$ cat config.mk
export PLATFORM = sky130hd
export DESIGN_NAME = mux_escaner_flat
export DESIGN_NICKNAME = d
export VERILOG_FILES = /design/src/rtl/mux_pkg.sv /design/src/rtl/mux_escaner_if.sv /design/src/rtl/mux_escaner_contador_permanencia.sv /design/src/rtl/mux_escaner.sv /design/src/flat_wrapper.sv
export SDC_FILE = /design/constraint.sdc
export NUM_CORES = 1
export LEC_CHECK = 0
export ABC_CLOCK_PERIOD_IN_PS = 7550
export CAP_MARGIN = 5
export CORE_MARGIN = 1
export CORE_UTILIZATION = 50
export CTS_CLUSTER_SIZE = 30
export DETAILED_ROUTE_END_ITERATION = 7
export PLACE_DENSITY = 0.78
export SLEW_MARGIN = 25
export SYNTH_ARGS = -nofsm -noshare
export SYNTH_HDL_FRONTEND = slang
export SYNTH_HIERARCHICAL = 1
export SYNTH_SLANG_ARGS = --single-unit
$ cat constraint.sdc
create_clock -name i_Clk -period 7.55 [get_ports i_Clk]
set_clock_uncertainty 0.15 [all_clocks]
set_input_delay 1.1325 -clock i_Clk [delete_from_list [all_inputs] [get_ports i_Clk]]
set_output_delay 1.1325 -clock i_Clk [all_outputs]
set_load 0.02 [all_outputs]
$ cat src/rtl/mux_pkg.sv
// rtl/mux_pkg.sv - shared state and mode encodings for the channel scanner
package mux_pkg;

    typedef enum logic [1:0] {
        INACTIVO = 2'd0,
        MANUAL   = 2'd1,
        ESCANEO  = 2'd2
    } estado_t;

    localparam logic MODO_MANUAL  = 1'b0;
    localparam logic MODO_ESCANEO = 1'b1;

endpackage

$ cat src/rtl/mux_escaner_if.sv
// rtl/mux_escaner_if.sv - data, control and strobe bundle of the channel scanner
interface mux_escaner_if #(
    parameter int N_CANALES = 4,
    parameter int ANCHO     = 4,
    parameter int CNT_W     = 16,
    parameter int SEL_W     = $clog2(N_CANALES)
);
    logic [N_CANALES*ANCHO-1:0] i_Datos;
    logic [SEL_W-1:0]           i_Sel;
    logic                       i_Modo;
    logic                       i_Habilita;
    logic [CNT_W-1:0]           i_Periodo;
    logic [ANCHO-1:0]           o_Salida;
    logic [SEL_W-1:0]           o_Canal;
    logic                       o_Valido;
    logic                       o_Fin_Barrido;

    modport slave (
        input  i_Datos, i_Sel, i_Modo, i_Habilita, i_Periodo,
        output o_Salida, o_Canal, o_Valido, o_Fin_Barrido
    );

    modport master (
        output i_Datos, i_Sel, i_Modo, i_Habilita, i_Periodo,
        input  o_Salida, o_Canal, o_Valido, o_Fin_Barrido
    );
endinterface

$ cat src/rtl/mux_escaner_contador_permanencia.sv
// rtl/mux_escaner_contador_permanencia.sv - dwell counter with clear, enable and expiry tick
// A period of 0 behaves as 1; ">=" lets a live period cut force an immediate expiry.
module contador_permanencia #(
    parameter int CNT_W = 16
) (
    input  logic             i_Clk,
    input  logic             i_Rst,
    input  logic             en,
    input  logic             clr,
    input  logic [CNT_W-1:0] periodo,
    output logic             tick
);
    logic [CNT_W-1:0] cnt_q;
    logic [CNT_W-1:0] limite;

    assign limite = (periodo == '0) ? CNT_W'(1) : periodo;
    assign tick   = en && !clr && (cnt_q >= (limite - CNT_W'(1)));

    always_ff @(posedge i_Clk or posedge i_Rst) begin
        if (i_Rst) begin
            cnt_q <= '0;
        end else if (clr) begin
            cnt_q <= '0;
        end else if (en) begin
            cnt_q <= tick ? '0 : cnt_q + CNT_W'(1);
        end
    end
endmodule

$ cat src/rtl/mux_escaner.sv
// rtl/mux_escaner.sv - registered N-channel mux with manual select and timed auto-scan
// Mode entry always yields exactly one valid strobe and suppresses any concurrent advance.
module mux_escaner
    import mux_pkg::*;
#(
    parameter int N_CANALES = 4,
    parameter int ANCHO     = 4,
    parameter int CNT_W     = 16
) (
    input  logic          i_Clk,
    input  logic          i_Rst,
    mux_escaner_if.slave  bus
);
    localparam int SEL_W = $clog2(N_CANALES);
    localparam logic [SEL_W-1:0] ULTIMO = SEL_W'(N_CANALES - 1);

    estado_t          state_q, state_d, modo_d;
    logic [SEL_W-1:0] canal_q, canal_d, sel_c;
    logic [ANCHO-1:0] salida_q, salida_d;
    logic             valido_q, valido_d;
    logic             fin_q, fin_d;
    logic             cnt_en, cnt_clr, tick;

    // Out-of-range selects (non power-of-two channel counts) pin to the last channel
    assign sel_c = ({1'b0, bus.i_Sel} >= (SEL_W+1)'(N_CANALES)) ? ULTIMO : bus.i_Sel;

    assign cnt_en  = bus.i_Habilita && (state_q == ESCANEO) && (bus.i_Modo == MODO_ESCANEO);
    assign cnt_clr = bus.i_Habilita && !cnt_en;

    contador_permanencia #(.CNT_W(CNT_W)) u_contador (
        .i_Clk   (i_Clk),
        .i_Rst   (i_Rst),
        .en      (cnt_en),
        .clr     (cnt_clr),
        .periodo (bus.i_Periodo),
        .tick    (tick)
    );

    always_ff @(posedge i_Clk or posedge i_Rst) begin
        if (i_Rst) begin
            state_q  <= INACTIVO;
            canal_q  <= '0;
            salida_q <= '0;
            valido_q <= 1'b0;
            fin_q    <= 1'b0;
        end else begin
            state_q  <= state_d;
            canal_q  <= canal_d;
            salida_q <= salida_d;
            valido_q <= valido_d;
            fin_q    <= fin_d;
        end
    end

    always_comb begin
        state_d  = state_q;
        canal_d  = canal_q;
        salida_d = salida_q;
        valido_d = 1'b0;
        fin_d    = 1'b0;
        modo_d   = (bus.i_Modo == MODO_ESCANEO) ? ESCANEO : MANUAL;
        if (bus.i_Habilita) begin
            if (state_q != modo_d) begin
                state_d  = modo_d;
                valido_d = 1'b1;
                if (modo_d == MANUAL) begin
                    canal_d = sel_c;
                end
            end else if (state_q == MANUAL) begin
                canal_d  = sel_c;
                valido_d = (sel_c != canal_q);
            end else if (tick) begin
                canal_d  = (canal_q == ULTIMO) ? '0 : canal_q + SEL_W'(1);
                valido_d = 1'b1;
                fin_d    = (canal_q == ULTIMO);
            end
            salida_d = bus.i_Datos[int'(canal_d) * ANCHO +: ANCHO];
        end
    end

    assign bus.o_Salida      = salida_q;
    assign bus.o_Canal       = canal_q;
    assign bus.o_Valido      = valido_q;
    assign bus.o_Fin_Barrido = fin_q;
endmodule

$ cat src/flat_wrapper.sv
// flat-port wrapper written by rule: the top's interface ports become plain ports
module mux_escaner_flat import mux_pkg::*;
#(
    parameter int N_CANALES = 4,
    parameter int ANCHO     = 4,
    parameter int CNT_W     = 16
)
  (i_Clk, i_Rst, bus_i_Datos, bus_i_Sel, bus_i_Modo, bus_i_Habilita, bus_i_Periodo, bus_o_Salida, bus_o_Canal, bus_o_Valido, bus_o_Fin_Barrido);
  mux_escaner_if #(.N_CANALES(N_CANALES), .ANCHO(ANCHO), .CNT_W(CNT_W)) bus_i ();
  input  logic i_Clk;
  input  logic i_Rst;
  input wire logic [$bits(bus_i.i_Datos)-1:0] bus_i_Datos;
  input wire logic [$bits(bus_i.i_Sel)-1:0] bus_i_Sel;
  input wire logic [$bits(bus_i.i_Modo)-1:0] bus_i_Modo;
  input wire logic [$bits(bus_i.i_Habilita)-1:0] bus_i_Habilita;
  input wire logic [$bits(bus_i.i_Periodo)-1:0] bus_i_Periodo;
  output wire logic [$bits(bus_i.o_Salida)-1:0] bus_o_Salida;
  output wire logic [$bits(bus_i.o_Canal)-1:0] bus_o_Canal;
  output wire logic [$bits(bus_i.o_Valido)-1:0] bus_o_Valido;
  output wire logic [$bits(bus_i.o_Fin_Barrido)-1:0] bus_o_Fin_Barrido;
  assign bus_i.i_Datos = bus_i_Datos;
  assign bus_i.i_Sel = bus_i_Sel;
  assign bus_i.i_Modo = bus_i_Modo;
  assign bus_i.i_Habilita = bus_i_Habilita;
  assign bus_i.i_Periodo = bus_i_Periodo;
  assign bus_o_Salida = bus_i.o_Salida;
  assign bus_o_Canal = bus_i.o_Canal;
  assign bus_o_Valido = bus_i.o_Valido;
  assign bus_o_Fin_Barrido = bus_i.o_Fin_Barrido;
  mux_escaner #(.N_CANALES(N_CANALES), .ANCHO(ANCHO), .CNT_W(CNT_W)) u_core (.i_Clk(i_Clk), .i_Rst(i_Rst), .bus(bus_i));
endmodule
Word-level counts from Yosys, hierarchy flattened
Cells that the tools add are included.
{ "op_classes": {"n_addsub": 3, "eq_ne": 6, "shifts": 1, "reduce_logical": 10, "n_lt_le_gt_ge": 1, "muxes": 19} }
{ "op_table": {"columns": ["op", "n"], "rows": [
  ["$mux W16", 4],
  ["$add A16 B1 Y16 const B", 1],
  ["$ge A16 B16 Y1", 1],
  ["$logic_not A16 Y1", 1],
  ["$shiftx A16 B5 Y4", 1],
  ["$sub A16 B1 Y16 const B", 1],
  ["$mux W2", 7],
  ["$mux W1", 8],
  ["$logic_and A1 B1 Y1", 5],
  ["$eq A2 B1 Y1 const B", 2],
  ["$eq A2 B2 Y1 const B", 2],
  ["$ne A2 B2 Y1", 2],
  ["$add A2 B1 Y2 const B", 1],
  ["$logic_not A1 Y1", 2],
  ["$reduce_and A2 Y1", 1],
  ["$reduce_bool A2 Y1", 1]
]} }
{ "word_totals": {"out_inout_bits": 8, "register_bits": 26, "wordCells": 46, "input_bits": 38} }

Longest topological paths before layout
Gate-level depths: netlist of the first run.
{ "depth": {"ltp_word": 13, "depth_mapped": 19, "ltp_nobuf": 18} }

Cells and area by module
Netlist of the first run, hierarchy kept.
{ "by_module_without_submodules": {"columns": ["module", "seq_area_each_um2", "area_per_inst_um2", "cells_each", "instances"], "rows": [
  ["contador_permanencia", 400.4, 1602.8, 183, 1],
  ["mux_escaner", 250.2, 754.5, 81, 1]
]} }

Worst setup path before layout of the first run
Ideal clock, no wire load.
{ "synth_path": {"path_type": "input port to flip-flop", "startpoint": "input bus_i_Periodo[7]", "endpoint": "register u_core.salida_q[0], in the netlist u_core/bus.o_Salida[0]", "path_buffers": 1, "path_slack_ns": 2.542, "arrival_ns": 4.771, "required_ns": 7.313, "setup_ns": 0.087, "cell_stages": 19, "path_cell_list": "or4_4 nor3_4 a21oi_1 ha_1 inv_1 or3_4 nor3_1 xnor2_1 ha_1 nand4_1 nor3_2 o311ai_4 a31oi_1 and3b_1 buf_8 mux2_4 and3b_4 o2bb2ai_1 a211oi_2"} }
{ "synth_between": {"elab_chain_cells": 10} }
{ "synth_lines": {"columns": ["element", "line", "rtl"], "rows": [
  ["start: declaration", "flat_wrapper.sv:16", "input wire logic [$bits(bus_i.i_Periodo)-1:0] bus_i_Periodo;"],
  ["$logic_not A16 Y1", "mux_escaner_contador_permanencia.sv:16", "assign limite = (periodo == '0) ? CNT_W'(1) : periodo;"],
  ["$mux W16 *", "mux_escaner_contador_permanencia.sv:16", null],
  ["$sub A16 B1 Y16 *", "mux_escaner_contador_permanencia.sv:17", "assign tick = en && !clr && (cnt_q >= (limite - CNT_W'(1)));"],
  ["$ge A16 B16 Y1 *", "mux_escaner_contador_permanencia.sv:17", null],
  ["$logic_and A1 B1 Y1 *", "mux_escaner_contador_permanencia.sv:17", null],
  ["via u_core.tick", "mux_escaner.sv:22", "logic cnt_en, cnt_clr, tick;"],
  ["$mux W2 *", "mux_escaner.sv:72", "end else if (tick) begin"],
  ["$mux W2 *", "mux_escaner.sv:69", "end else if (state_q == MANUAL) begin"],
  ["$mux W2 *", "mux_escaner.sv:63", "if (state_q != modo_d) begin"],
  ["$mux W2 *", "mux_escaner.sv:62", "if (bus.i_Habilita) begin"],
  ["$shiftx A16 B5 Y4 *", "mux_escaner.sv:77", "salida_d = bus.i_Datos[int'(canal_d) * ANCHO +: ANCHO];"],
  ["end signal: assignment", "mux_escaner.sv:49", "salida_q <= salida_d;"],
  ["end: declaration", "mux_escaner.sv:19", "logic [ANCHO-1:0] salida_q, salida_d;"]
]} }
Mark *: on every way through the listed nets, which the timed path passes. The rest lies on a longest branch. The select of a mux whose other input is x is not followed.
A chain may end at the register's enable or synchronous reset.

Worst setup path in the final report of the first run
{ "layout_path": {"startpoint": "input bus_i_Periodo[7]", "endpoint": "register u_core.salida_q[1], in the netlist u_core/bus.o_Salida[1]"} }
The elaborated chain is that of the path after synthesis.

==> results.yml, run 1 <==
cts:
  clock_sinks: 26
  cts_resized: 0
  root_buffer: "clkbuf_8"
  cts-buffers-inserted: 3
  clockBufferDepth: 2
  tritoncts: "done"
  clock_latency_ps: 270
  clk_pin_slew_ps: 90
  ctsHoldBuffers: 0
  post_cts_buffers: 0
  cts.htree.levels: 1
detailed_routing:
  via_per_inst: 5.93
  wire_per_inst_um: 14.8
  drt-total-wl_um: 5310
  dr.pass1.iters: 4
  route.detailed.drc: 0
  antenna_left: 0
  via_count: 2124
  drt_iter0_drc: 93
yosys:
  yosys_warnings: 6
  synth-async-reset-ratio_pct: 100
  synth_cell_types: 64
  yosysSeqAreaShare_pct: 27.6
  netlist_instances: 264
  synth-main-ff-cell: "dfrtp_1"
  syn-cell-area_um2: 2360
  synth_nets: 321
  ys_seq_elements: 26
  synth_edf_count: 0
  syn-mean-instance-area_um2: 8.93
global_routing:
  grt_max_degree: 20
  grt_pass1_wl_um: 9090
  overflow: 0
  antenna_found_initial: 0
  grt_usage_pct: 22.2
  grt_pass1_vias: 1988
floorplanning:
  die-area_um2: 4990
  die_h_um: 70.7
  start_util_pct: 53.0
  ios: 46
  core_um2: 4440
  num_rows: 24
  die_x_um: 70.7
setup_path:
  arrival_ps: 5810
  worstRegToRegCells: 10
  cp-end-kind: "flop"
  r2r-start: "u_core/u_contador/cnt_q[14]"
  critical_path.max_stage_delay_ps: 610
  crit_type: "input pin to flop"
  cp_slowest_cell: "or4_4"
  r2r_end: "u_core/bus.o_Salida[1]"
  critPathMaxFanout: 5
  r2r_slack_ps: 4350
  crit_chain: "clkdlybuf4s50_1, or4_4, nor3_4, a21oi_1, ha_1, inv_1, or3_4, nor3_1, xnor2_1, ha_1, nand4_1, nor3_2, o311ai_4, a31oi_1, and3b_1, nor3b_1, a221oi_1, a21oi_1, a211oi_2"
  critPathRequiredTime_ps: 7580
  cp-startpoint: "bus_i_Periodo[7]"
  start_kind: "input pin"
sta:
  worstMarginPinSlew_ps: 775
  rsz0062_at_grt: "no"
  maxSlewHeadroom_pct: 48.2
  max_freq_mhz: 173
  drv_slew: 0
  period_minus_slack_ps: 5780
  finalCritPeriodShare_pct: 76.5
  setup_violations: 0
  worst_hold_slack_ps: 351
  tns_ps: 0
  hold_viol: 0
worst_hold_path:
  hold_class: "flop to flop"
  hold-path-endpoint: "u_core/u_contador/cnt_q[15]"
  holdPathStages: 1
  hp-start: "u_core/u_contador/cnt_q[15]"
status:
  status: "completed"
place:
  dp_hpwl_um: 4290
  post_dp_cell_area_um2: 2800
  port-buffer-count: 45
  gp_congestion: 0.830
power_and_ir_drop:
  total_power_w: 0.000346
  pwr_density_cell_nw_per_um2: 121
  leakage_nw: 1.18
  ir_worst_vdd_v: 0.000103
finish:
  antenna_cells: 0
  fin_nets: 364
  layout-drive-gt1-share_pct: 9.80
  final_area_um2: 2850
  area_growth_pct: 20.9
  final_cell_mix: "45 x clkdlybuf4s50_1, 27 x nand2_1, 26 x dfrtp_1, 19 x ha_1, 18 x a21oi_1"
  final_common_cell: "clkdlybuf4s50_1"
  final_core_util_pct: 64.1
run:
  maxCapViolCount: 0
## critical path, delay by kind of cell
| kind | cells | cell delay, ps |
|---|---|---|
| AND/OR/NAND/NOR | 8 | 1930 |
| AO/OA/AOI/OAI | 6 | 1490 |
| buffers and inverters | 2 | 590 |
| adder cells (fa/ha/maj) | 2 | 520 |
| XOR/XNOR | 1 | 120 |
## power by group
part / total, W / internal [W] / switching (W)
Combinational: 0.000103 / 0.0000523 / 0.0000509
Clock: 0.0000896 / 0.0000466 / 0.0000430
Sequential: 0.000153 / 0.000146 / 0.00000662
## cells by family (layout without fill, tap and decap cells)
logic type      count (synthesis)  count (layout)  synth area share [%]
simple gates                  109             109                  28.3
compound gates                 71              71                  21.6
flops                          26              26                  27.6
buf+inv                        22              64                  5.68
fa+ha+maj                      19              19                  10.1
xor+xnor                       14              14                  5.20
mux                             3               3                  1.49
## synth_stat cells (7+ instances only)
| cell type | number | area share [%] |
|---|---|---|
| nor2_1 | 16 | 2.5 |
| nand3_1 | 8 | 1.7 |
| nand2_1 | 27 | 4.3 |
| a31oi_1 | 9 | 2.4 |
| xnor2_1 | 10 | 3.7 |
| ha_1 | 19 | 10 |
| inv_1 | 15 | 2.4 |
| dfrtp_1 | 26 | 28 |
| a21oi_1 | 18 | 3.8 |
| nor3_1 | 7 | 1.5 |
| o21ai_1 | 8 | 1.7 |
| o21ai_0 | 8 | 1.7 |
## worst max path at each step
stage	end	cells past startpoint	slack, ps
floorplan	u_core/bus.o_Salida[0]	19	2540
global placement	u_core/bus.o_Salida[2]	19	1710
detailed placement	u_core/bus.o_Salida[1]	19	1570
CTS	u_core/bus.o_Salida[1]	19	1810
global route	u_core/bus.o_Salida[1]	19	1460
finish	u_core/bus.o_Salida[1]	19	1770
## final cells by class
class | instances | area (µm²)
inverters | 15 | 56.3
repair buffers | 45 | 450
clock buffers | 4 | 55.1
well taps | 52 | 65.1
multi-input cells | 216 | 1570
fillers | 373 | 1590
flip-flops and latches | 26 | 651
## per-layer routing
metal,routed length (µm),vias to the layer above,part of all wire (%),GRT usage (%)
met5,0,-,0,0
met4,20,0,0.38,2.22
met3,212,4,4.0,3.70
met2,2530,49,48,36.5
met1,2550,1004,48,31.8
li1,-,1067,-,-
## sequential cells by signal, summed over array words and instances, names as in the netlist
signal,count
u_core/bus.o_Fin_Barrido,1
u_core/state_q,2
u_core/u_contador/cnt_q,16
u_core/bus.o_Valido,1
u_core/bus.o_Salida,4
u_core/bus.o_Canal,2
## stage by stage
stage                     worst slack (ps)  instances
final                                 1770        358
after global routing                  1460        358
after CTS                             1810        358
after detailed placement              1570        354
after global placement                1710        354
after floorplan                       2540        264
Power figures use the tool's default switching activity.
==> run 2: changes to the inputs <==
--- a/config.mk
+++ b/config.mk
@@ -5,13 +5,13 @@
 export SDC_FILE = /design/constraint.sdc
 export NUM_CORES = 1
 export LEC_CHECK = 0
-export ABC_CLOCK_PERIOD_IN_PS = 7550
+export ABC_CLOCK_PERIOD_IN_PS = 4900
 export CAP_MARGIN = 5
 export CORE_MARGIN = 1
-export CORE_UTILIZATION = 50
+export CORE_UTILIZATION = 47
 export CTS_CLUSTER_SIZE = 30
 export DETAILED_ROUTE_END_ITERATION = 7
-export PLACE_DENSITY = 0.78
+export PLACE_DENSITY = 0.76
 export SLEW_MARGIN = 25
 export SYNTH_ARGS = -nofsm -noshare
 export SYNTH_HDL_FRONTEND = slang
==> constraint.sdc (replaced) <==
create_clock -name i_Clk -period 4.9 [get_ports i_Clk]
set_clock_uncertainty 0.15 [all_clocks]
set_input_delay 0.735 -clock i_Clk [delete_from_list [all_inputs] [get_ports i_Clk]]
set_output_delay 0.735 -clock i_Clk [all_outputs]
set_load 0.02 [all_outputs]
==> run 2 against run 1 <==
  * Sequential power grew 54%
  * Power is 54% higher
  * Via count increased by 7.4%
  * Worst setup slack worse by 1600 ps
  * Design area grew 11%
  * Combinational power is 72% higher
  * Wire length increased by 12%
  * Die area rose by 6.2%
  * Flip-flop and latch count stayed put
  * Hold slack improved by 10 ps
==> results.yml, run 2 (synthesis results as in run 1) <==
finish:
  area_growth_pct: 34.6
  antenna_cells: 0
  final_area_um2: 3170
  largest_reg_flops: 16
  layout-drive-gt1-share_pct: 20.6
  fin_nets: 398
  final_common_cell: "clkdlybuf4s50_1"
  final_core_util_pct: 66.3
  finalNonFillerCells: 406
  top_register: "u_core/u_contador/cnt_q"
  final_cell_mix: "36 x clkdlybuf4s50_1, 33 x buf_4, 27 x nand2_1, 26 x dfrtp_1, 18 x ha_1"
floorplanning:
  core_um2: 4790
  start_util_pct: 49.3
  die_h_um: 72.8
  ios: 46
  die_x_um: 72.8
  num_rows: 25
  die-area_um2: 5300
detailed_routing:
  dr.pass1.iters: 4
  wire_per_inst_um: 14.7
  route.detailed.drc: 0
  drt_iter0_drc: 123
  via_count: 2282
  via_per_inst: 5.62
  drt-total-wl_um: 5970
  antenna_left: 0
cts:
  tritoncts: "done"
  ctsHoldBuffers: 0
  clk_pin_slew_ps: 90
  clock_latency_ps: 270
  clock_sinks: 26
  cts.htree.levels: 1
  clockBufferDepth: 2
  cts-buffers-inserted: 3
  root_buffer: "clkbuf_8"
sta:
  hold_viol: 0
  max_freq_mhz: 210
  finalCritPeriodShare_pct: 97.3
  worstMarginPinSlew_ps: 687
  drv_slew: 0
  maxSlewHeadroom_pct: 54.1
  setup_violations: 0
  worst_hold_slack_ps: 361
  period_minus_slack_ps: 4770
place:
  dp_hpwl_um: 4650
  dp.cells: 399
  gp_congestion: 0.833
  post_dp_cell_area_um2: 3050
  port-buffer-count: 45
setup_path:
  r2r_end: "u_core/bus.o_Salida[1]"
  crit_end: "u_core/bus.o_Salida[3]"
  cp-startpoint: "bus_i_Periodo[9]"
  start_kind: "input pin"
  critPathMaxFanout: 5
  r2r-start: "u_core/u_contador/cnt_q[1]"
  cp-end-kind: "flop"
  worstRegToRegCells: 11
  critPathRequiredTime_ps: 4930
  r2r_slack_ps: 1860
  arrival_ps: 4800
  crit_type: "input pin to flop"
worst_hold_path:
  hold_class: "flop to flop"
power_and_ir_drop:
  total_power_w: 0.000531
  p_comb_share_pct: 33.4
  p_seq_share_pct: 44.3
  ir_worst_vdd_v: 0.000205
  sw_frac_of_total_pct: 29.7
  power.switching_w: 0.000158
  clockPowerShare_pct: 22.3
  pwr_density_cell_nw_per_um2: 167
  leakage_nw: 1.43
  power.internal_w: 0.000373
global_routing:
  grt_pass1_vias: 2193
  overflow: 0
  antenna_found_initial: 0
  grt_usage_pct: 23.1
  grt_pass1_wl_um: 9800
  grt_max_degree: 20
status:
  status: "completed"
run:
  maxCapViolCount: 0
run 2: worst min path at each step:
stage                                     start                     endpoint  cells past startpoint
floorplan           u_core/u_contador/cnt_q[15]  u_core/u_contador/cnt_q[15]                      1
global placement    u_core/u_contador/cnt_q[15]  u_core/u_contador/cnt_q[15]                      1
detailed placement  u_core/u_contador/cnt_q[15]  u_core/u_contador/cnt_q[15]                      1
CTS                 u_core/u_contador/cnt_q[15]  u_core/u_contador/cnt_q[15]                      1
global route        u_core/u_contador/cnt_q[15]  u_core/u_contador/cnt_q[15]                      1
finish              u_core/u_contador/cnt_q[15]  u_core/u_contador/cnt_q[15]                      1
run 2: worst max-delay path, cell delays in order:
cell and delay, ps:
clkdlybuf4s50_1 430, or4_4 510, nor3_4 180, a21oi_2 100, ha_2 200, inv_2 60, or3_4 140, nor3_1 60
xnor2_1 130, ha_1 290, nand4_1 160, nor3_4 270, o311ai_4 160, a31oi_2 240, and3b_2 270, mux2_4 330
and3b_4 190, o2bb2ai_1 130, a211oi_2 200
run 2: timing repair:
action / in CTS / in global routing
setup endpoints to repair: 4 / 5
buffers inserted: 0 / 4
pin swaps: 1 / 16
resized for setup: 0 / 17
run 2: power by group through the flow:
stage | Sequential (W) | Clock [W] | Combinational, W
3_3_place_gp | 0.000240 | 0 | 0.000169
4_1_cts | 0.000235 | 0.000124 | 0.000175
6_report | 0.000235 | 0.000119 | 0.000177
3_5_place_dp | 0.000239 | 0 | 0.000175
2_1_floorplan | 0.000249 | 0 | 0.0000783
5_1_grt | 0.000237 | 0.000133 | 0.000191
run 2: layer usage:
layer | share of wire [%] | GRT usage [%]
met3 | 3.8 | 3.45
met1 | 46 | 31.3
met4 | 0.62 | 2.83
met5 | 0 | 0
met2 | 50 | 40.0
run 2: final cells by class:
cell class,count,area [µm²]
well taps,67,83.8
clock buffers,3,41.3
multi-input cells,216,1600
flip-flops and latches,26,651
fillers,385,1610
inverters,15,56.3
repair buffers,79,741
run 2: through the flow:
| stage | setup slack, ps | TNS [ps] |
|---|---|---|
| 6_report | 132 | 0 |
| 3_5_place_dp | -331 | -1430 |
| 2_1_floorplan | 289 | 0 |
| 3_3_place_gp | -144 | -518 |
| 5_1_grt | -59.7 | -59.7 |
| 4_1_cts | 19.3 | 0 |
